### config.mk
export PLATFORM = sky130hd
export DESIGN_NAME = dot_product_unit_flat
export DESIGN_NICKNAME = d
export VERILOG_FILES = /design/src/rtl/dot_product_unit_if.sv /design/src/rtl/dot_product_unit.sv /design/src/flat_wrapper.sv
export SDC_FILE = /design/constraint.sdc
export NUM_CORES = 1
export LEC_CHECK = 0
export BUFFER_PORTS_ARGS = -buffer_cell sky130_fd_sc_hd__clkbuf_2
export CORE_MARGIN = 3
export CORE_UTILIZATION = 55
export DETAILED_ROUTE_END_ITERATION = 10
export PLACE_DENSITY_LB_ADDON = 0.05
export SLEW_MARGIN = 15
export SYNTH_ARGS = -nofsm -noshare
export SYNTH_HDL_FRONTEND = slang
export SYNTH_SLANG_ARGS = --single-unit
### constraint.sdc
create_clock -name clk -period 4.3 [get_ports clk]
set_input_delay 0 -clock clk [delete_from_list [all_inputs] [get_ports clk]]
set_output_delay 0 -clock clk [all_outputs]
set_load 0.005 [all_outputs]
### src/rtl/dot_product_unit_if.sv
// Memory-read and result bus between dot_product_unit and its neighbours.
// The slave side is the dot product unit; the master side is the controller, memory and mem_writer.
interface dot_product_unit_if #(
    parameter int DATA_WIDTH   = 8,
    parameter int VECTOR_WIDTH = 4,
    parameter int ADDR_WIDTH   = 4,
    parameter int RESULT_WIDTH = 2*DATA_WIDTH + $clog2(VECTOR_WIDTH)
) ();
    logic                    start;
    logic [ADDR_WIDTH-1:0]   base_addr_a;
    logic [ADDR_WIDTH-1:0]   base_addr_b;
    logic                    read_en;
    logic [ADDR_WIDTH-1:0]   read_address;
    logic [DATA_WIDTH-1:0]   read_data;
    logic [RESULT_WIDTH-1:0] dot_product_result;
    logic                    result_valid;
    logic                    processing_done;
    logic                    busy;

    modport slave (
        input  start, base_addr_a, base_addr_b, read_data,
        output read_en, read_address, dot_product_result, result_valid, processing_done, busy
    );

    modport master (
        output start, base_addr_a, base_addr_b, read_data,
        input  read_en, read_address, dot_product_result, result_valid, processing_done, busy
    );
endinterface

### src/rtl/dot_product_unit.sv
// One-shot sequencer: fetches A[i]/B[i] alternately from a registered-read memory,
// multiply-accumulates them and presents the dot product to mem_writer.
module dot_product_unit #(
    parameter int DATA_WIDTH   = 8,
    parameter int VECTOR_WIDTH = 4,
    parameter int ADDR_WIDTH   = 4,
    parameter int RESULT_WIDTH = 2*DATA_WIDTH + $clog2(VECTOR_WIDTH)
) (
    input logic               clk,
    input logic               rst_n,
    dot_product_unit_if.slave bus
);
    localparam int CNT_WIDTH = $clog2(2*VECTOR_WIDTH);
    localparam logic [CNT_WIDTH-1:0] LAST_READ = CNT_WIDTH'(2*VECTOR_WIDTH - 1);

    typedef enum logic [2:0] {IDLE, FETCH, DRAIN, RESULT, DONE} state_t;

    state_t                  state, state_next;
    logic [CNT_WIDTH-1:0]    cnt;
    logic [ADDR_WIDTH-1:0]   base_a, base_b;
    logic [DATA_WIDTH-1:0]   a_reg;
    logic [RESULT_WIDTH-1:0] acc, acc_next, result;
    logic [2*DATA_WIDTH-1:0] prod;
    logic [ADDR_WIDTH-1:0]   fetch_addr, elem_idx;
    logic                    pend_valid, pend_is_b;

    // NOTE: sequential state is updated with non-blocking assignments so every
    // register samples pre-edge values regardless of process evaluation order.
    always_ff @(posedge clk) begin
        if (!rst_n) state <= IDLE;
        else        state <= state_next;
    end

    // NOTE: defaulting state_next before the case keeps this block purely
    // combinational; a missing default path would infer a latch.
    always_comb begin
        state_next = state;
        case (state)
            IDLE:    if (bus.start) state_next = FETCH;
            FETCH:   if (cnt == LAST_READ) state_next = DRAIN;
            DRAIN:   state_next = RESULT;
            RESULT:  state_next = DONE;
            DONE:    state_next = IDLE;
            default: state_next = IDLE;
        endcase
    end

    // Even counts address A[i], odd counts address B[i]; wrap is modulo 2^ADDR_WIDTH.
    assign elem_idx   = ADDR_WIDTH'(cnt >> 1);
    assign fetch_addr = cnt[0] ? (base_b + elem_idx) : (base_a + elem_idx);

    always_comb begin
        bus.read_en         = (state == FETCH);
        bus.read_address    = (state == FETCH) ? fetch_addr : '0;
        bus.result_valid    = (state == RESULT);
        bus.processing_done = (state == DONE);
        bus.busy            = (state != IDLE);
    end

    assign bus.dot_product_result = result;

    assign prod     = (2*DATA_WIDTH)'(a_reg) * (2*DATA_WIDTH)'(bus.read_data);
    assign acc_next = acc + RESULT_WIDTH'(prod);

    // Datapath: the pend_* pair tracks which element the memory returns this cycle.
    always_ff @(posedge clk) begin
        if (!rst_n) begin
            cnt        <= '0;
            base_a     <= '0;
            base_b     <= '0;
            a_reg      <= '0;
            acc        <= '0;
            result     <= '0;
            pend_valid <= 1'b0;
            pend_is_b  <= 1'b0;
        end else begin
            pend_valid <= (state == FETCH);
            pend_is_b  <= cnt[0];

            if (state == IDLE && bus.start) begin
                base_a <= bus.base_addr_a;
                base_b <= bus.base_addr_b;
                acc    <= '0;
                cnt    <= '0;
            end else if (state == FETCH) begin
                cnt <= cnt + 1'b1;
            end

            if (pend_valid) begin
                if (pend_is_b) acc   <= acc_next;
                else           a_reg <= bus.read_data;
            end

            // The last B element lands during DRAIN, so the result takes the updated sum.
            if (state == DRAIN) result <= acc_next;
        end
    end
endmodule
### src/flat_wrapper.sv
// flat-port wrapper written by rule: the top's interface ports become plain ports
module dot_product_unit_flat 
#(
    parameter int DATA_WIDTH   = 8,
    parameter int VECTOR_WIDTH = 4,
    parameter int ADDR_WIDTH   = 4,
    parameter int RESULT_WIDTH = 2*DATA_WIDTH + $clog2(VECTOR_WIDTH)
)
  (clk, rst_n, bus_start, bus_base_addr_a, bus_base_addr_b, bus_read_data, bus_read_en, bus_read_address, bus_dot_product_result, bus_result_valid, bus_processing_done, bus_busy);
  dot_product_unit_if #(.DATA_WIDTH(DATA_WIDTH), .VECTOR_WIDTH(VECTOR_WIDTH), .ADDR_WIDTH(ADDR_WIDTH), .RESULT_WIDTH(RESULT_WIDTH)) bus_i ();
  input logic clk;
  input logic rst_n;
  input wire logic [$bits(bus_i.start)-1:0] bus_start;
  input wire logic [$bits(bus_i.base_addr_a)-1:0] bus_base_addr_a;
  input wire logic [$bits(bus_i.base_addr_b)-1:0] bus_base_addr_b;
  input wire logic [$bits(bus_i.read_data)-1:0] bus_read_data;
  output wire logic [$bits(bus_i.read_en)-1:0] bus_read_en;
  output wire logic [$bits(bus_i.read_address)-1:0] bus_read_address;
  output wire logic [$bits(bus_i.dot_product_result)-1:0] bus_dot_product_result;
  output wire logic [$bits(bus_i.result_valid)-1:0] bus_result_valid;
  output wire logic [$bits(bus_i.processing_done)-1:0] bus_processing_done;
  output wire logic [$bits(bus_i.busy)-1:0] bus_busy;
  assign bus_i.start = bus_start;
  assign bus_i.base_addr_a = bus_base_addr_a;
  assign bus_i.base_addr_b = bus_base_addr_b;
  assign bus_i.read_data = bus_read_data;
  assign bus_read_en = bus_i.read_en;
  assign bus_read_address = bus_i.read_address;
  assign bus_dot_product_result = bus_i.dot_product_result;
  assign bus_result_valid = bus_i.result_valid;
  assign bus_processing_done = bus_i.processing_done;
  assign bus_busy = bus_i.busy;
  dot_product_unit #(.DATA_WIDTH(DATA_WIDTH), .VECTOR_WIDTH(VECTOR_WIDTH), .ADDR_WIDTH(ADDR_WIDTH), .RESULT_WIDTH(RESULT_WIDTH)) u_core (.clk(clk), .rst_n(rst_n), .bus(bus_i));
endmodule
; Word-level counts from Yosys, hierarchy flattened
; Cells that the tools add are included.
[totals]
wordCells = 37
ff_bits = 60
output_inout_bits = 26
in_bits = 19
[classes]
add_sub_neg = 4
n_mux = 8
n_eq_ne = 7
reduce_logical = 6
bitwise_logic = 2
mul = 1
[op_table]
columns = cell, n
row1 = $mux 18, 3
row2 = $add 18x16->18, 1
row3 = $mul 8x8->16, 1
row4 = $pmux 3 s4, 1
row5 = $add 4x2->4, 2
row6 = $mux 4, 2
row7 = $eq 3x2->1 const B, 2
row8 = $eq 3x3->1 const B, 2
row9 = $mux 3, 2
row10 = $reduce_and 2->1, 2
row11 = $add 3x1->3 const B, 1
row12 = $eq 3x1->1 const B, 1
row13 = $logic_not 3->1, 1
row14 = $reduce_bool 3->1, 1
row15 = $ne 2x1->1 const B, 1
row16 = $ne 2x2->1 const B, 1
row17 = $not 1->1, 2
row18 = $reduce_or 2->1, 1
row19 = $logic_and 1x1->1, 1

; Depth between registers and ports, before layout
[logic_depth]
word_depth = 5
depth_mapped = 18
ltp_nobuf = 16

; Worst setup path after synthesis
; OpenSTA, ideal clock, no wires.
[synth_path]
kind = register to register
start = register u_core.a_reg[5]
end = register u_core.acc[17]
n_path_buf = 1
path_slack_ns = -0.099
arrival_ns = 4.276
stages_incl_launch_ff = 16
period_less_slack_ns = 4.399
setup_ns = 0.124
required_ns = 4.176
cell_sequence = dfxtp_1 > clkbuf_1 > and2_1 > fa_1 > fa_1 > fa_1 > inv_1 > fa_1 > inv_1 > ha_1 > a21oi_1 > o21ai_0 > a21o_2 > a31oi_1 > mux2_2 > mux2i_1
[synth_via]
elab_chain_len = 4
[synth_rtl]
columns = item, line_no
row1 = from (decl), dot_product_unit.sv:21  ; logic [DATA_WIDTH-1:0] a_reg;
row2 = from (signal assigned), dot_product_unit.sv:91  ; else a_reg <= bus.read_data;
row3 = $mul 8x8->16, dot_product_unit.sv:62  ; assign prod = (2*DATA_WIDTH)'(a_reg) * (2*DATA_WIDTH)'(bus.read_data);
row4 = $add 18x16->18, dot_product_unit.sv:63  ; assign acc_next = acc + RESULT_WIDTH'(prod);
row5 = $mux 18, dot_product_unit.sv:90  ; if (pend_is_b) acc <= acc_next;
row6 = $mux 18, dot_product_unit.sv:89  ; if (pend_valid) begin
row7 = to (signal assigned), dot_product_unit.sv:90
row8 = to (decl), dot_product_unit.sv:22  ; logic [RESULT_WIDTH-1:0] acc, acc_next, result;
; Every way passes these cells.
; A chain may end at the register's enable or synchronous reset.

; Final worst setup path
; Ends and elaborated chain as after synthesis.

==> impl_metrics.yaml <==
setup_path:
  crit_required_ps: 4530
  crit_slowest_cell: "fa_1"
  crit_chain: "buf_6, buf_4, nand2_1, fa_1, inv_1, fa_1, ha_1, inv_1, fa_1, inv_1, ha_4, a21oi_4, o211ai_1, a21o_2, a31oi_4, mux2_4, mux2i_1"
  critical_path.top_delay_family: "adder cells"
  worstPathMaxFanout: 6
  crit_end: "u_core.acc[17]$_SDFF_PN0_"
  reg2reg_from: "u_core.a_reg[5]$_SDFFE_PN0P_"
  arrival_ps: 4490
  path_buf_inv: 5
  max_stage_delay_ps: 550
  end_kind: "flop"
  path_depth: 17
  startpoint: "u_core.a_reg[5]$_SDFFE_PN0P_"
  ff2ff_path_depth: 17
  critPathKind: "reg2reg"
  start_kind: "flop"
  r2r-end: "u_core.acc[17]$_SDFF_PN0_"
  regToRegSetupSlack_ps: 40
timing:
  fmax_mhz: 234.9
  worstMarginPinSlew_ps: 1201
  setup_viol: 0
  fin_crit_ps: 4257
  fin_ws_ps: 42.90
  post-route-period-util: 0.9900
  slew_headroom: 0.1977
  skew_ps: 12.43
  drv_slew: 0
  hold_viol: 0
  rsz0062_at_grt: "true"
power_and_ir_drop:
  clkPwrFrac: 0.420
  seqPwrFrac: 0.379
  leakagePower_nw: 2.965
  peakVddDrop_uv: 213.7
  p_sw_mw: 0.4267
  power.internal_mw: 1.097
  powerDensity_nw_per_um2: 243.7
  swShare: 0.2801
  p_comb_frac: 0.201
logic_synthesis:
  synthesis.nets: 705
  async_flop_share: 0
  post_synth.cell_area_avg_sq_um: 8.589
  synth_most_common_cell: "inv_1"
  synth_edf_count: 0
  synthCells: 591
  yosys_warnings: 0
  synth_top_flop_cell: "dfxtp_1"
  syn-cell-area_sq_um: 5076
  ys_types: 46
  synth_top_cell_area_share: 0.2366
  synthTopCellsByArea: "dfxtp_1, fa_1, ha_1"
  seq_area_frac_synth: 0.2366
  yosysTopAreaCell: "dfxtp_1"
  ys_seq_elements: 60
  synth_top_cells_by_count: "inv_1, nand2_1, dfxtp_1"
clock_tree:
  cts_tree: "yes"
  cts_buffers: 9
  root_buffer: "clkbuf_8"
  path_clk_slew_ps: 80
  cts_htree_levels: 3
  cts_sinks: 60
  cts_buffer_depth: 2
  worstSkewPairLatency_ps: 340
die:
  die_h_um: 102.1
  core_area_sq_um: 8848
  dieArea_sq_um: 10420
  ios: 45
  placementRows: 34
  initial_utilization: 0.5737
  die_width_um: 102.1
cells_and_area:
  nets: 781
  instances_no_fill: 780
  antenna_cells: 0
  drive_gt1_frac: 0.2262
  area_growth_pct: 23.15
placement:
  io_buffers: 44
  place_inst: 748
  gp_congestion: 0.8703
  pre_cts_ws_ps: -282.1
  hpwlAfterDp_um: 8764
flow_run:
  drv_cap: 0
status:
  run_status: "completed"
global_routing:
  grt_usage: 0.2436
  grt_pass1_vias: 4217
  grt_pass1_wl_um: 19890
  antenna_found_initial: 0
  grt_use_met1: 0.3223
  gr-total-overflow: 0
  grt_use_met2: 0.4193
  grt_use_met3: 0.04096
  grt_max_degree: 55
  grt.busiest_layer: "met2"
route:
  drcViolationCount: 0
  drt_pass1_iterations: 5
  route.vias.total: 4144
  wl_um: 12020
  drt_iter0_markers: 174
  vias_per_cell: 5.313
  post_drt_wl_per_cell_um: 15.41
  postRouteAntennaNets: 0
min_path:
  hp-start: "bus_read_data[6]"
  min_path_type: "in2reg"
-- metrics by stage --
step / power, mW / area, sq um / utilization / hold WS, ps / TNS (ps)
final: 1.523 / 6251 / 0.7064 / 62.19 / 0
after global routing: 1.595 / 6251 / 0.7064 / 96.56 / -282.7
after floorplan: 0.7525 / 5085 / - / 140.4 / 0
after CTS: 1.514 / 6071 / 0.6861 / 49.63 / 0
after detailed placement: 0.8389 / 5560 / 0.6284 / 252.4 / -2122
after global placement: 0.8339 / 5560 / 0.6284 / 238.0 / -1525
-- cell families after synthesis --
group,count (synthesis),share of synthesized area
AO/OA/AOI/OAI,85,0.1151
XOR/XNOR,15,0.02859
adder cells (fa/ha/maj),95,0.3096
buffers and inverters,129,0.09933
flip-flops,60,0.2366
multiplexers,14,0.02835
AND/OR/NAND/NOR,193,0.1824
-- cell usage in the layout (no fill, tap or decap), types with 6 or more instances in the layout --
master and count:
clkbuf_8 9, dfxtp_1 54, nand4_1 6, buf_4 37, a21oi_1 11, dlygate4sd3_1 9, a21boi_0 20, xor2_1 6
a22o_1 7, nor2b_1 9, nand2_1 94, o21ai_0 11, and3_1 6, ha_1 33, nor2_1 14, fa_1 49
and2_1 37, ha_4 10, inv_1 94, clkbuf_2 44, inv_2 7, mux2i_1 11, nand3_1 9
-- repair_timing --
| item | in CTS | in global routing |
|---|---|---|
| setup buffers | 5 | 3 |
| endpoints found under the setup margin | 15 | 16 |
| gates resized for setup | 30 | 38 |
| hold buffers | 9 | 0 |
| hold endpoints to repair | 9 | 0 |
| gates cloned | 0 | 0 |
| pin swaps | 17 | 39 |
-- how the worst min path moves through the flow --
stage / slack, ps / to / cells past startpoint
after detailed placement: 250 / u_core.base_a[3]$_SDFFE_PN0P_ / 3
after floorplan: 140 / u_core.state[0]$_SDFFE_PN0P_ / 2
final: 60 / u_core.a_reg[6]$_SDFFE_PN0P_ / 3
after global routing: 100 / u_core.a_reg[6]$_SDFFE_PN0P_ / 3
after global placement: 240 / u_core.base_b[2]$_SDFFE_PN0P_ / 3
after CTS: 50 / u_core.a_reg[5]$_SDFFE_PN0P_ / 3
-- final cells by class --
type	count	area, sq um
Fill cell	711	2597
Tap cell	108	135.1
Timing Repair Buffer	93	621.8
Clock buffer	9	123.9
Inverter	101	379.1
Clock inverter	7	123.9
Multi-Input combinational cell	402	3646
Sequential cell	60	1221
-- worst register-to-register path: cells and delay by family, from the launching register on --
kind | cells | cell delay, ps
adders and majority gates | 5 | 2050
buffers and inverters | 5 | 400
muxes | 2 | 450
and+or+nand+nor | 1 | 60
DFF | 1 | 400
AOI/OAI and AO/OA | 4 | 770
-- power by group through the flow --
stage	clock, mW	sequential (mW)	combinational (mW)
detailed placement	0	0.591	0.248
global route	0.677	0.579	0.340
floorplan	0	0.585	0.168
global placement	0	0.591	0.243
finish	0.640	0.577	0.307
CTS	0.656	0.577	0.281
-- routing by layer --
| layer | part of all wire | vias up |
|---|---|---|
| met3 | 0.035 | 24 |
| met5 | 0 | - |
| met2 | 0.49 | 94 |
| li1 | - | 2017 |
| met4 | 0.019 | 0 |
| met1 | 0.46 | 2009 |
(Power assumes the default switching activity.)
